==> src/rtl/prog_loader_pkg.sv <==
// ---------------------------------------------------------------------------
// prog_loader_pkg
// Shared definitions for the instruction-memory program loader:
//   - loader FSM state encoding
//   - error codes reported on err_code
//   - RV32 base opcodes accepted by the optional opcode screen
//   - op_is_legal(): opcode screen helper
// ---------------------------------------------------------------------------
package prog_loader_pkg;

    typedef enum logic [2:0] {
        ST_HDR     = 3'd0,
        ST_PAYLOAD = 3'd1,
        ST_WRITE   = 3'd2,
        ST_CHK     = 3'd3,
        ST_DONE    = 3'd4,
        ST_ERR     = 3'd5
    } state_e;

    localparam logic [1:0] ERR_NONE   = 2'd0;
    localparam logic [1:0] ERR_LEN    = 2'd1;
    localparam logic [1:0] ERR_CKSUM  = 2'd2;
    localparam logic [1:0] ERR_OPCODE = 2'd3;

    localparam logic [6:0] OP_R   = 7'h33;
    localparam logic [6:0] OP_I   = 7'h13;
    localparam logic [6:0] OP_LW  = 7'h03;
    localparam logic [6:0] OP_SW  = 7'h23;
    localparam logic [6:0] OP_BEQ = 7'h63;
    localparam logic [6:0] OP_JAL = 7'h6F;

    // True when the 7-bit opcode field belongs to the supported instruction set.
    function automatic logic op_is_legal(input logic [6:0] op);
        logic ok;
        case (op)
            OP_R, OP_I, OP_LW, OP_SW, OP_BEQ, OP_JAL: ok = 1'b1;
            default:                                  ok = 1'b0;
        endcase
        return ok;
    endfunction

endpackage

==> src/rtl/pl_byte_asm.sv <==
// ---------------------------------------------------------------------------
// pl_byte_asm
// Little-endian byte-to-word assembler. The first accepted byte of a group
// lands in word_o[7:0]; on the 4th byte word_valid_o pulses (combinationally,
// same cycle as that byte) and word_o carries the complete word.
// Ports:
//   clk, reset    clock, synchronous active-high reset
//   byte_valid_i  byte_i is consumed this cycle
//   byte_i        stream byte
//   word_o        assembled word (valid when word_valid_o)
//   word_valid_o  4th byte of a word is being consumed this cycle
// ---------------------------------------------------------------------------
module pl_byte_asm (
    input  logic        clk,
    input  logic        reset,
    input  logic        byte_valid_i,
    input  logic [7:0]  byte_i,
    output logic [31:0] word_o,
    output logic        word_valid_o
);

    // Only the three earlier bytes need storage; the 4th arrives live.
    logic [23:0] sr_q;
    logic [1:0]  cnt_q;

    assign word_o       = {byte_i, sr_q};
    assign word_valid_o = byte_valid_i && (cnt_q == 2'd3);

    // Shift register and byte counter; counter wraps to 0 after each word.
    always_ff @(posedge clk) begin
        if (reset) begin
            sr_q  <= 24'h000000;
            cnt_q <= 2'd0;
        end else if (byte_valid_i) begin
            sr_q  <= {byte_i, sr_q[23:8]};
            cnt_q <= cnt_q + 2'd1;
        end else begin
            sr_q  <= sr_q;
            cnt_q <= cnt_q;
        end
    end

endmodule

==> src/rtl/prog_loader.sv <==
// ---------------------------------------------------------------------------
// prog_loader
// Writer side of instruction memory. Consumes a byte stream made of a 4-byte
// little-endian word count N, 4*N payload bytes and one XOR checksum byte,
// writes each assembled word to BASE + 4*idx and reports BASE as the entry
// PC once the checksum matches.
// Optional feature: define PLOAD_OPCHK_EN to reject words whose opcode field
// is not a supported base opcode (err_code 3, word not written).
// Ports:
//   clk, reset            clock, synchronous active-high reset
//   in_valid/in_byte      byte source; in_ready = loader takes the byte
//   mem_we/addr/wdata     instruction-memory write request, held until
//   mem_ready             mem_ready completes it
//   done, err, err_code   sticky completion / abort status
//   entry_pc              BASE once done, else 0
//   word_count            words written so far
// ---------------------------------------------------------------------------
module prog_loader
    import prog_loader_pkg::*;
#(
    parameter logic [31:0] BASE      = 32'h28,
    parameter int unsigned MAX_WORDS = 64
) (
    input  logic        clk,
    input  logic        reset,
    input  logic        in_valid,
    input  logic [7:0]  in_byte,
    output logic        in_ready,
    output logic        mem_we,
    output logic [31:0] mem_addr,
    output logic [31:0] mem_wdata,
    input  logic        mem_ready,
    output logic        done,
    output logic        err,
    output logic [1:0]  err_code,
    output logic [31:0] entry_pc,
    output logic [15:0] word_count
);

    state_e      state_q, state_d;
    logic [31:0] n_q, n_d;
    logic [7:0]  acc_q, acc_d;
    logic        in_ready_q, in_ready_d;
    logic        mem_we_q, mem_we_d;
    logic [31:0] mem_addr_q, mem_addr_d;
    logic [31:0] mem_wdata_q, mem_wdata_d;
    logic        done_q, done_d;
    logic        err_q, err_d;
    logic [1:0]  err_code_q, err_code_d;
    logic [31:0] entry_pc_q, entry_pc_d;
    // word_count also serves as the write index: both advance on every completed write.
    logic [15:0] word_count_q, word_count_d;

    logic        take_s;
    logic        asm_en_s;
    logic [31:0] asm_word_s;
    logic        asm_valid_s;
    logic        op_bad_s;

    assign take_s   = in_valid && in_ready_q;
    // The assembler only sees header and payload bytes, never the checksum byte.
    assign asm_en_s = take_s && ((state_q == ST_HDR) || (state_q == ST_PAYLOAD));

    pl_byte_asm u_asm (
        .clk          (clk),
        .reset        (reset),
        .byte_valid_i (asm_en_s),
        .byte_i       (in_byte),
        .word_o       (asm_word_s),
        .word_valid_o (asm_valid_s)
    );

`ifdef PLOAD_OPCHK_EN
    assign op_bad_s = !op_is_legal(asm_word_s[6:0]);
`else
    assign op_bad_s = 1'b0;
`endif

    // Next-state and registered-output computation.
    always_comb begin
        state_d      = state_q;
        n_d          = n_q;
        acc_d        = acc_q;
        mem_we_d     = mem_we_q;
        mem_addr_d   = mem_addr_q;
        mem_wdata_d  = mem_wdata_q;
        done_d       = done_q;
        err_d        = err_q;
        err_code_d   = err_code_q;
        entry_pc_d   = entry_pc_q;
        word_count_d = word_count_q;

        case (state_q)
            ST_HDR: begin
                if (asm_valid_s) begin
                    if ((asm_word_s == 32'd0) || (asm_word_s > 32'(MAX_WORDS))) begin
                        state_d    = ST_ERR;
                        err_d      = 1'b1;
                        err_code_d = ERR_LEN;
                    end else begin
                        state_d = ST_PAYLOAD;
                        n_d     = asm_word_s;
                    end
                end else begin
                    state_d = ST_HDR;
                end
            end
            ST_PAYLOAD: begin
                if (take_s) begin
                    acc_d = acc_q ^ in_byte;
                end else begin
                    acc_d = acc_q;
                end
                if (asm_valid_s && op_bad_s) begin
                    state_d    = ST_ERR;
                    err_d      = 1'b1;
                    err_code_d = ERR_OPCODE;
                end else if (asm_valid_s) begin
                    state_d     = ST_WRITE;
                    mem_we_d    = 1'b1;
                    mem_wdata_d = asm_word_s;
                    mem_addr_d  = BASE + {14'd0, word_count_q, 2'b00};
                end else begin
                    state_d = ST_PAYLOAD;
                end
            end
            ST_WRITE: begin
                if (mem_ready) begin
                    mem_we_d     = 1'b0;
                    word_count_d = word_count_q + 16'd1;
                    if (({16'd0, word_count_q} + 32'd1) == n_q) begin
                        state_d = ST_CHK;
                    end else begin
                        state_d = ST_PAYLOAD;
                    end
                end else begin
                    state_d = ST_WRITE;
                end
            end
            ST_CHK: begin
                if (take_s && (in_byte == acc_q)) begin
                    state_d    = ST_DONE;
                    done_d     = 1'b1;
                    entry_pc_d = BASE;
                end else if (take_s) begin
                    state_d    = ST_ERR;
                    err_d      = 1'b1;
                    err_code_d = ERR_CKSUM;
                end else begin
                    state_d = ST_CHK;
                end
            end
            ST_DONE: begin
                state_d = ST_DONE;
            end
            ST_ERR: begin
                state_d = ST_ERR;
            end
            default: begin
                state_d = ST_HDR;
            end
        endcase

        in_ready_d = (state_d == ST_HDR) || (state_d == ST_PAYLOAD) || (state_d == ST_CHK);
    end

    // State and output registers; reset overrides every state including WRITE.
    always_ff @(posedge clk) begin
        if (reset) begin
            state_q      <= ST_HDR;
            n_q          <= 32'd0;
            acc_q        <= 8'h00;
            in_ready_q   <= 1'b1;
            mem_we_q     <= 1'b0;
            mem_addr_q   <= 32'd0;
            mem_wdata_q  <= 32'd0;
            done_q       <= 1'b0;
            err_q        <= 1'b0;
            err_code_q   <= ERR_NONE;
            entry_pc_q   <= 32'd0;
            word_count_q <= 16'd0;
        end else begin
            state_q      <= state_d;
            n_q          <= n_d;
            acc_q        <= acc_d;
            in_ready_q   <= in_ready_d;
            mem_we_q     <= mem_we_d;
            mem_addr_q   <= mem_addr_d;
            mem_wdata_q  <= mem_wdata_d;
            done_q       <= done_d;
            err_q        <= err_d;
            err_code_q   <= err_code_d;
            entry_pc_q   <= entry_pc_d;
            word_count_q <= word_count_d;
        end
    end

    assign in_ready   = in_ready_q;
    assign mem_we     = mem_we_q;
    assign mem_addr   = mem_addr_q;
    assign mem_wdata  = mem_wdata_q;
    assign done       = done_q;
    assign err        = err_q;
    assign err_code   = err_code_q;
    assign entry_pc   = entry_pc_q;
    assign word_count = word_count_q;

endmodule

==> config.mk <==
export PLATFORM = sky130hd
export DESIGN_NAME = prog_loader
export DESIGN_NICKNAME = d
export VERILOG_FILES = /design/src/rtl/prog_loader_pkg.sv /design/src/rtl/pl_byte_asm.sv /design/src/rtl/prog_loader.sv
export SDC_FILE = /design/constraint.sdc
export NUM_CORES = 1
export LEC_CHECK = 0
export BUFFER_PORTS_ARGS = -buffer_cell sky130_fd_sc_hd__clkbuf_2
export CAP_MARGIN = 10
export CORE_UTILIZATION = 51
export CTS_BUF_LIST = sky130_fd_sc_hd__clkbuf_4
export DETAILED_ROUTE_END_ITERATION = 8
export PLACE_DENSITY = 0.79
export SLEW_MARGIN = 10
export SYNTH_ARGS = -nofsm -noshare
export SYNTH_HDL_FRONTEND = slang
export SYNTH_SLANG_ARGS = --single-unit
==> constraint.sdc <==
create_clock -name clk -period 2.3 [get_ports clk]
set_clock_uncertainty 0.15 [all_clocks]
set_input_delay 0.23 -clock clk [delete_from_list [all_inputs] [get_ports clk]]
set_output_delay 0.23 -clock clk [all_outputs]
set_load 0.05 [all_outputs]
==> impl_summary.txt, run 1 <==
----------------------------------------------------
[Detailed routing]
  Number of DRC markers after the initial detailed-route iteration ... 432
  Count of unresolved DRC violations after routing ... 22
  Count of TritonRoute iterations in the first routing pass ... 7
  Post-route ant nets ... 0
  Total via count after detailed routing ... 5,198
  Final Routed Wirelength ... 14.1 mm
  Average wire length per cell after detail routing ... approximately 14 um
  Average via count per standard cell ... 5.16

[Global routing]
  Initial antenna violation count ... 0
  Busiest metal layer after global routing ... met2
  Met2 global-route usage ... 36.1%
  Wire length of the first global-routing pass ... ~23 mm
  Overall routing resource usage ... 23.8%
  Global-route met3 utilization ... 5.82%
  Number of global-route vias before repair ... 4,759
  Remaining global-route overflow ... 0
  Pin count of the biggest net entering global routing ... 66
  Global routing met1 resource utilization ... roughly a third

[Worst setup path]
  Worst endpoint required time ... between 2 and 3 ns
  CP Data Arrival Time ... about 2.6 ns
  R2R depth ... 8
  Worst-path fanout max ... 4
  Source of the critical timing path ... word_count[1]
  Worst reg2reg startpoint ... word_count[1]
  Termination of the worst setup path ... in_ready
  CP Class ... reg -> reg
  Endpoint of the most critical register-to-register path ... in_ready
  Reg-to-reg setup timing slack ... -0.05 ns
  Startpoint type of the worst setup path ... flip-flop
  Endpoint class of the critical path ... flip-flop

[Synth]
  Synth Flop Type ... sky130_fd_sc_hd__dfxtp_1
  Async SR Flop Fraction ... 0%
  Post-Synthesis Mean Instance Area ... 8.28 um^2
  Adder-cell share of the synthesized area ... 0.821%
  Fraction of synthesized cell area taken by the top area cell type ... between 40% and 50%
  Count of warnings emitted by yosys ... 0
  Cell with the most instances after synthesis ... sky130_fd_sc_hd__nand2_1
  Largest cells by area after synthesis ... sky130_fd_sc_hd__dfxtp_1 46%, sky130_fd_sc_hd__nand2_1 9.4%, sky130_fd_sc_hd__a21oi_1 6.5%
  Gate count of the mapped netlist ... 736
  Synthesis-stage register bit count ... 140
  Synth Area in Simple Gates ... 23.6%
  Xor and xnor area share after synthesis ... a little under a tenth
  Multiplexer share of the synthesized area ... under 10%
  Dominant combinational cell family by area after synthesis ... simple AND/OR/NAND/NOR gates
  Cell type with the highest aggregate area in the netlist ... sky130_fd_sc_hd__dfxtp_1
  Count of unique library cells instantiated by Yosys ... 43
  Number of enable-type register cells in the synthesized netlist ... 0
  Commonest cells in the netlist ... 152 x sky130_fd_sc_hd__nand2_1, 140 x sky130_fd_sc_hd__dfxtp_1, 79 x sky130_fd_sc_hd__a21oi_1, 55 x sky130_fd_sc_hd__nor2_1, 48 x sky130_fd_sc_hd__buf_4
  Part of the Yosys area used for sequential elements ... 46.0%
  Share of the synthesized area in compound gates (AO/OA/AOI/OAI) ... 10.1%
  Synthesized area ... 0.00610 mm^2

[Timing]
  Post-route worst setup slack ... -0.0540 ns
  Highest achievable clock rate ... between 400 and 500 MHz
  Setup violators final ... 1
  Hold Fails Final Rpt ... 0
  Setup tns final ... -0.0540 ns
  RSZ-0062 raised after global routing ... true
  Actual slew at the worst max-slew pin ... 0.838 ns
  Worst Hold Margin ... 0.0451 ns
  Final period util ... 102%
  Number of pins exceeding their max-slew limit in the final report ... 0
  Worst rel slew slack ... 44.2%
  Minimum clock period after layout ... around 2.4 ns

[Finish]
  Net count reported at finish ... 871
  Post-route cell area ... 0.00731 mm^2
  Share of post-route cells with drive strength above 1 ... 24.1%
  Diode insertion count for antenna repair ... 0
  Fill cells ... 975
  Syn-to-layout area delta ... 20.0%
  Share of the core filled with cells in the final layout ... between 60% and 70%

[Power]
  Share of total power consumed by net switching ... 25.4%
  Clock network fraction of design power ... 37.6%
  Power density over cell area ... between 600 and 700 mW/mm^2
  Leakage power of the design ... 2.95 nW
  Comb pwr share ... 7.7%
  Internal ... 3.34 mW
  Post-layout total power ... 4.48 mW
  Sequential group share of total power ... 54.8%
  Switching power total ... 1.14 mW
  Maximum resistive drop on vdd ... 0.422 mV

[Placement]
  Estimated wirelength of the detail-placed design ... 9.85 mm
  Dpl cell area ... between 0.006 and 0.007 mm^2
  Port Buffers ... 84
  RePlAce Congestion ... 0.880

[Die]
  Die Y ... about 110 um
  Die X-Extent ... 111 um
  Floorplan die area ... 0.0124 mm^2
  Total I/O pin count ... between 100 and 150
  Floorplan core area ... between 0.01 and 0.015 mm^2
  Starting density of the core ... a little over half
  Row count ... 39

[CTS]
  Clock-pin slew on the worst setup and hold paths ... 0.11 ns
  Insertion delay to the later sink of the worst-skew pair ... 0.56 ns
  Number of clock buffers inserted by TritonCTS ... 17
  Clock root buffer ... sky130_fd_sc_hd__clkbuf_4
  Clk sink count ... 140
  Clock tree from TritonCTS ... built
  Htree depth ... 4
  Max clock buf depth ... 2

[Run]
  Count of max-cap constraint violations ... 0

[Run status]
  Failing checks ... design-rule violations, negative setup slack
  Outcome ... finished with violations

[Min path]
  Type of the worst min-delay path ... in -> reg

----------------------------------------------------
==> routing by layer <==
layer / vias to the layer above / wire length [um]
li1: 2579 / -
met1: 2367 / 6380
met2: 222 / 6390
met3: 30 / 1070
met4: 0 / 294
met5: - / 0
==> layout make-up <==
cell class / instances / area (um^2) / area share [%]
well taps: 143 / 179 / 2.45
multi-input cells: 542 / 3010 / 41.2
inverters: 2 / 7.51 / 0.103
clock inverters: 10 / 150 / 2.05
repair buffers: 152 / 988 / 13.5
flip-flops and latches: 140 / 2840 / 38.9
clock buffers: 18 / 135 / 1.85
==> metrics by stage <==
stage | std cells | setup WS [ns]
3_5_place_dp | 965 | -0.0902
3_3_place_gp | 965 | -0.0607
4_1_cts | 1005 | -0.0619
2_1_floorplan | 780 | -0.151
5_1_grt | 1007 | -0.132
6_report | 1007 | -0.0540
==> worst min-delay path by stage <==
stage               slack [ns]        start             end  cells past startpoint
global placement          0.29  mem_addr[5]     mem_addr[5]                      2
detailed placement        0.30      n_q[20]         n_q[20]                      1
CTS                      0.007    mem_ready   word_count[7]                      5
finish                    0.05    mem_ready   word_count[7]                      5
floorplan                 0.22   in_byte[0]  u_asm.sr_q[16]                      2
global route              0.05    mem_ready   word_count[7]                      5
==> cell families (layout without fill, tap and decap cells) <==
| group | Yosys count | count (layout) |
|---|---|---|
| AOI/OAI and AO/OA | 110 | 110 |
| xor gates and xnor gates | 63 | 63 |
| adders and majority gates | 4 | 4 |
| buffers and inverters | 98 | 182 |
| DFF | 140 | 140 |
| muxes | 7 | 7 |
| other | 1 | 45 |
| and+or+nand+nor | 313 | 313 |
==> flip-flops by register name (all words and copies together), names as in the netlist <==
register     flops
word_count      16
n_q             32
mem_we           1
state_q          3
mem_addr        17
done             1
u_asm.cnt_q      2
acc_q            8
mem_wdata       32
err_code         2
err              1
in_ready         1
u_asm.sr_q      24
==> timing repair <==
item,CTS,global route
gates resized for setup,9,12
cloned,0,0
hold endpoints to repair,28,0
setup buffers,3,2
pin swaps,5,7
hold buffers,9,0
endpoints found under the setup margin,33,20
==> critical path, cell delays in order, from the launching register on <==
cell and delay, ns:
sky130_fd_sc_hd__dfxtp_4 0.41, sky130_fd_sc_hd__ha_4 0.16, sky130_fd_sc_hd__nand4_1 0.16, sky130_fd_sc_hd__nor4_2 0.34
sky130_fd_sc_hd__xnor2_1 0.15, sky130_fd_sc_hd__nand2_1 0.06, sky130_fd_sc_hd__or4_4 0.54, sky130_fd_sc_hd__o31ai_4 0.20
sky130_fd_sc_hd__a21oi_2 0.07
==> cells in the final DEF, fill, tap and decap left out, drive strengths merged, types with 2 or more instances in the layout <==
| master | Yosys | layout |
|---|---|---|
| xnor2 | 36 | 36 |
| clkinv | 0 | 4 |
| a21o | 2 | 2 |
| nor3b | 2 | 2 |
| nor4 | 14 | 14 |
| nor2 | 57 | 57 |
| and2 | 26 | 26 |
| nand4 | 9 | 9 |
| inv | 2 | 4 |
| buf | 62 | 60 |
| a211oi | 9 | 9 |
| and3 | 2 | 2 |
| or4 | 3 | 3 |
| or3 | 11 | 11 |
| nand2 | 153 | 153 |
| a311oi | 3 | 3 |
| bufinv | 0 | 4 |
| ha | 4 | 4 |
| mux2i | 7 | 7 |
| o21ai | 10 | 10 |
| a21oi | 79 | 79 |
| nor2b | 5 | 5 |
| dfxtp | 140 | 140 |
| nor3 | 14 | 14 |
| xor2 | 27 | 27 |
| a31oi | 2 | 2 |
| dlygate4sd3 | 0 | 9 |
| conb | 1 | 45 |
| o2111ai | 2 | 2 |
| clkbuf | 34 | 101 |
| nand3 | 12 | 12 |
==> power by group through the flow <==
stage	clock [mW]	sequential, mW	combinational, mW
2_1_floorplan	0	2.51	0.320
3_3_place_gp	0	2.51	0.322
3_5_place_dp	0	2.51	0.323
4_1_cts	1.72	2.46	0.338
5_1_grt	1.82	2.46	0.367
6_report	1.68	2.46	0.343
Note: power is estimated with default switching activity, not from simulation.
==> inputs of run 2 (changes only) <==
--- a/config.mk
+++ b/config.mk
@@ -7,10 +7,10 @@
 export LEC_CHECK = 0
 export BUFFER_PORTS_ARGS = -buffer_cell sky130_fd_sc_hd__clkbuf_2
 export CAP_MARGIN = 10
-export CORE_UTILIZATION = 51
+export CORE_UTILIZATION = 61
 export CTS_BUF_LIST = sky130_fd_sc_hd__clkbuf_4
 export DETAILED_ROUTE_END_ITERATION = 8
-export PLACE_DENSITY = 0.79
+export PLACE_DENSITY = 0.89
 export SLEW_MARGIN = 10
 export SYNTH_ARGS = -nofsm -noshare
 export SYNTH_HDL_FRONTEND = slang
==> constraint.sdc (replaced) <==
create_clock -name clk -period 3 [get_ports clk]
set_clock_uncertainty 0.15 [all_clocks]
set_input_delay 0.3 -clock clk [delete_from_list [all_inputs] [get_ports clk]]
set_output_delay 0.3 -clock clk [all_outputs]
set_load 0.05 [all_outputs]
==> impl_summary.txt, run 2 (same netlist as run 1, synthesis figures left out) <==
----------------------------------------------------
[Run status]
  Outcome ... completed (was finished with violations)

[Timing]
  Final period util ... 91.6% (was 102%)
  Worst rel slew slack ... 48.3% (was 44.2%)
  Number of pins exceeding their max-slew limit in the final report ... 0 (unchanged)
  Setup tns final ... 0 ns (was -0.0540 ns)
  Minimum clock period after layout ... 2.75 ns (was 2.35 ns)
  RSZ-0062 raised after global routing ... false (was true)
  Setup violators final ... 0 (was 1)
  Hold Fails Final Rpt ... 0 (unchanged)
  Actual slew at the worst max-slew pin ... 0.776 ns (was 0.838 ns)
  Highest achievable clock rate ... 364 MHz (was 425 MHz)

[Worst setup path]
  Reg-to-reg setup timing slack ... 0.25 ns (was -0.05 ns)
  Startpoint type of the worst setup path ... flip-flop (unchanged)
  CP Class ... reg -> reg (unchanged)
  CP Data Arrival Time ... 3.02 ns (was 2.64 ns)
  Endpoint class of the critical path ... flip-flop (unchanged)
  Worst-path fanout max ... 8 (was 4)
  Worst reg2reg startpoint ... word_count[2] (was word_count[1])
  Worst endpoint required time ... 3.27 ns (was 2.59 ns)
  R2R depth ... 8 (unchanged)
  Endpoint of the most critical register-to-register path ... in_ready (unchanged)

[CTS]
  Post-cts resize count ... 0 (was 9)
  Clock tree from TritonCTS ... built (unchanged)
  Htree depth ... 4 (unchanged)
  Number of clock buffers inserted by TritonCTS ... 17 (unchanged)
  Clock-pin slew on the worst setup and hold paths ... 0.12 ns (was 0.11 ns)
  Clk sink count ... 140 (unchanged)
  Insertion delay to the later sink of the worst-skew pair ... 0.55 ns (was 0.56 ns)
  Clock root buffer ... sky130_fd_sc_hd__clkbuf_4 (unchanged)
  Max clock buf depth ... 2 (unchanged)

[Power]
  Sequential group share of total power ... 51.5% (was 54.8%)
  Comb pwr share ... 6.8% (was 7.7%)
  Post-layout total power ... 3.68 mW (was 4.48 mW)
  Share of total power consumed by net switching ... 24.6% (was 25.4%)
  Switching power total ... 0.907 mW (was 1.14 mW)
  Internal ... 2.77 mW (was 3.34 mW)
  Leakage power of the design ... 2.74 nW (was 2.95 nW)
  Clock network fraction of design power ... 41.8% (was 37.6%)
  Maximum resistive drop on vdd ... 0.485 mV (was 0.422 mV)
  Power density over cell area ... 535 mW/mm^2 (was 613 mW/mm^2)

[Detailed routing]
  Average wire length per cell after detail routing ... 15.0 um (was 14.0 um)
  Final Routed Wirelength ... 14.4 mm (was 14.1 mm)
  Count of TritonRoute iterations in the first routing pass ... 7 (unchanged)
  Post-route ant nets ... 0 (unchanged)
  Count of unresolved DRC violations after routing ... 0 (was 22)
  Total via count after detailed routing ... 5,205 (was 5,198)
  Number of DRC markers after the initial detailed-route iteration ... 345 (was 432)
  Average via count per standard cell ... 5.43 (was 5.16)

[Min path]
  Worst-case hold path end point ... state_q[1] (was word_count[7])
  Type of the worst min-delay path ... in -> reg (unchanged)
  Source of the worst hold timing path ... mem_ready (unchanged)
  Worst hold path cell count ... 5 (unchanged)

[Finish]
  Share of post-route cells with drive strength above 1 ... 17.0% (was 24.1%)
  Fill cells ... 762 (was 975)
  Diode insertion count for antenna repair ... 0 (unchanged)
  Register area ... 0.00280 mm^2 (was 0.00284 mm^2)
  Net count reported at finish ... 828 (was 871)
  Syn-to-layout area delta ... 13.0% (was 20.0%)
  Number of standard cells in the layout, taps in and fillers out ... 958 (was 1,007)
  Top library cells by usage in the layout, fill and taps aside ... 152 x sky130_fd_sc_hd__nand2_1, 140 x sky130_fd_sc_hd__dfxtp_1, 83 x sky130_fd_sc_hd__clkbuf_2 (was 152 x sky130_fd_sc_hd__nand2_1, 126 x sky130_fd_sc_hd__dfxtp_1, 83 x sky130_fd_sc_hd__clkbuf_2)
  Most common cell after layout, fill and taps aside ... sky130_fd_sc_hd__nand2_1 (unchanged)
  Area of the multi-input gates ... 0.00290 mm^2 (was 0.00301 mm^2)

[Placement]
  Cells after DPL ... 916 (was 965)
  Port Buffers ... 84 (unchanged)
  RePlAce Congestion ... 0.897 (was 0.880)
  Estimated wirelength of the detail-placed design ... 9.78 mm (was 9.85 mm)

[Die]
  Die X-Extent ... 102 um (was 111 um)
  Floorplan die area ... 0.0104 mm^2 (was 0.0124 mm^2)
  Floorplan core area ... 0.00973 mm^2 (was 0.0115 mm^2)
  Starting density of the core ... 62.7% (was 52.9%)
  Die Y ... 102 um (was 111 um)
  Row count ... 36 (was 39)
  Total I/O pin count ... 130 (unchanged)

[Global routing]
  Remaining global-route overflow ... 0 (unchanged)
  Met2 global-route usage ... 44.7% (was 36.1%)
  Global routing met1 resource utilization ... 37.2% (was 32.2%)
  Number of global-route vias before repair ... 4,611 (was 4,759)
  Initial antenna violation count ... 0 (unchanged)
  Wire length of the first global-routing pass ... 22.5 mm (was 23.3 mm)
  Overall routing resource usage ... 28.5% (was 23.8%)
  Busiest metal layer after global routing ... met2 (unchanged)
  Global-route met3 utilization ... 8.69% (was 5.82%)
  Pin count of the biggest net entering global routing ... 77 (was 66)

[Run]
  Count of max-cap constraint violations ... 0 (unchanged)

----------------------------------------------------
==> run 2: worst max path at each step <==
stage	cells past startpoint	slack, ns	end	from
2_1_floorplan	8	0.18	in_ready	word_count[1]
3_3_place_gp	8	0.40	in_ready	word_count[2]
3_5_place_dp	8	0.30	in_ready	word_count[2]
4_1_cts	8	0.29	in_ready	word_count[2]
5_1_grt	8	0.04	in_ready	word_count[2]
6_report	8	0.25	in_ready	word_count[2]
==> run 2: per-stage QoR <==
step | instance area, um^2 | hold WS (ns) | util, % | worst slack, ns
2_1_floorplan | 6260 | 0.280 | - | 0.177
5_1_grt | 6890 | 0.127 | 70.8 | 0.0392
3_5_place_dp | 6410 | 0.294 | 65.9 | 0.298
6_report | 6890 | 0.128 | 70.8 | 0.253
3_3_place_gp | 6410 | 0.292 | 65.9 | 0.401
4_1_cts | 6890 | 0.0844 | 70.8 | 0.289
==> run 2: critical path: stages, from the launching register on <==
cell	delay (ns)
sky130_fd_sc_hd__dfxtp_1	0.50
sky130_fd_sc_hd__ha_1	0.35
sky130_fd_sc_hd__nand4_1	0.24
sky130_fd_sc_hd__nor2_1	0.27
sky130_fd_sc_hd__xnor2_1	0.16
sky130_fd_sc_hd__nand3_1	0.09
sky130_fd_sc_hd__or4_1	0.55
sky130_fd_sc_hd__o31ai_2	0.23
sky130_fd_sc_hd__a21oi_1	0.09
==> run 2: layout make-up <==
class,count,share of cell area [%]
Clock buffer,19,2.07
Clock inverter,13,3.43
Tap cell,133,2.42
Inverter,2,0.109
Timing Repair Buffer,109,9.23
Sequential cell,140,40.7
Multi-Input combinational cell,542,42.1
==> run 2: what timing repair did <==
item	4_1_cts	5_1_grt
setup buffers	0	0
hold buffers	10	0
endpoints found under the hold margin	25	0
==> run 2: layer usage <==
layer	vias to the layer above	part of all wire, %
met2	257	47
met4	0	1.9
li1	2497	-
met1	2421	44
met3	30	7.8
met5	-	0
==> run 2: power groups by stage <==
stage,combinational (mW),sequential [mW],clock (mW)
2_1_floorplan,0.245,1.93,0
3_3_place_gp,0.231,1.93,0
6_report,0.250,1.89,1.54
5_1_grt,0.267,1.90,1.64
3_5_place_dp,0.235,1.93,0
4_1_cts,0.247,1.89,1.56
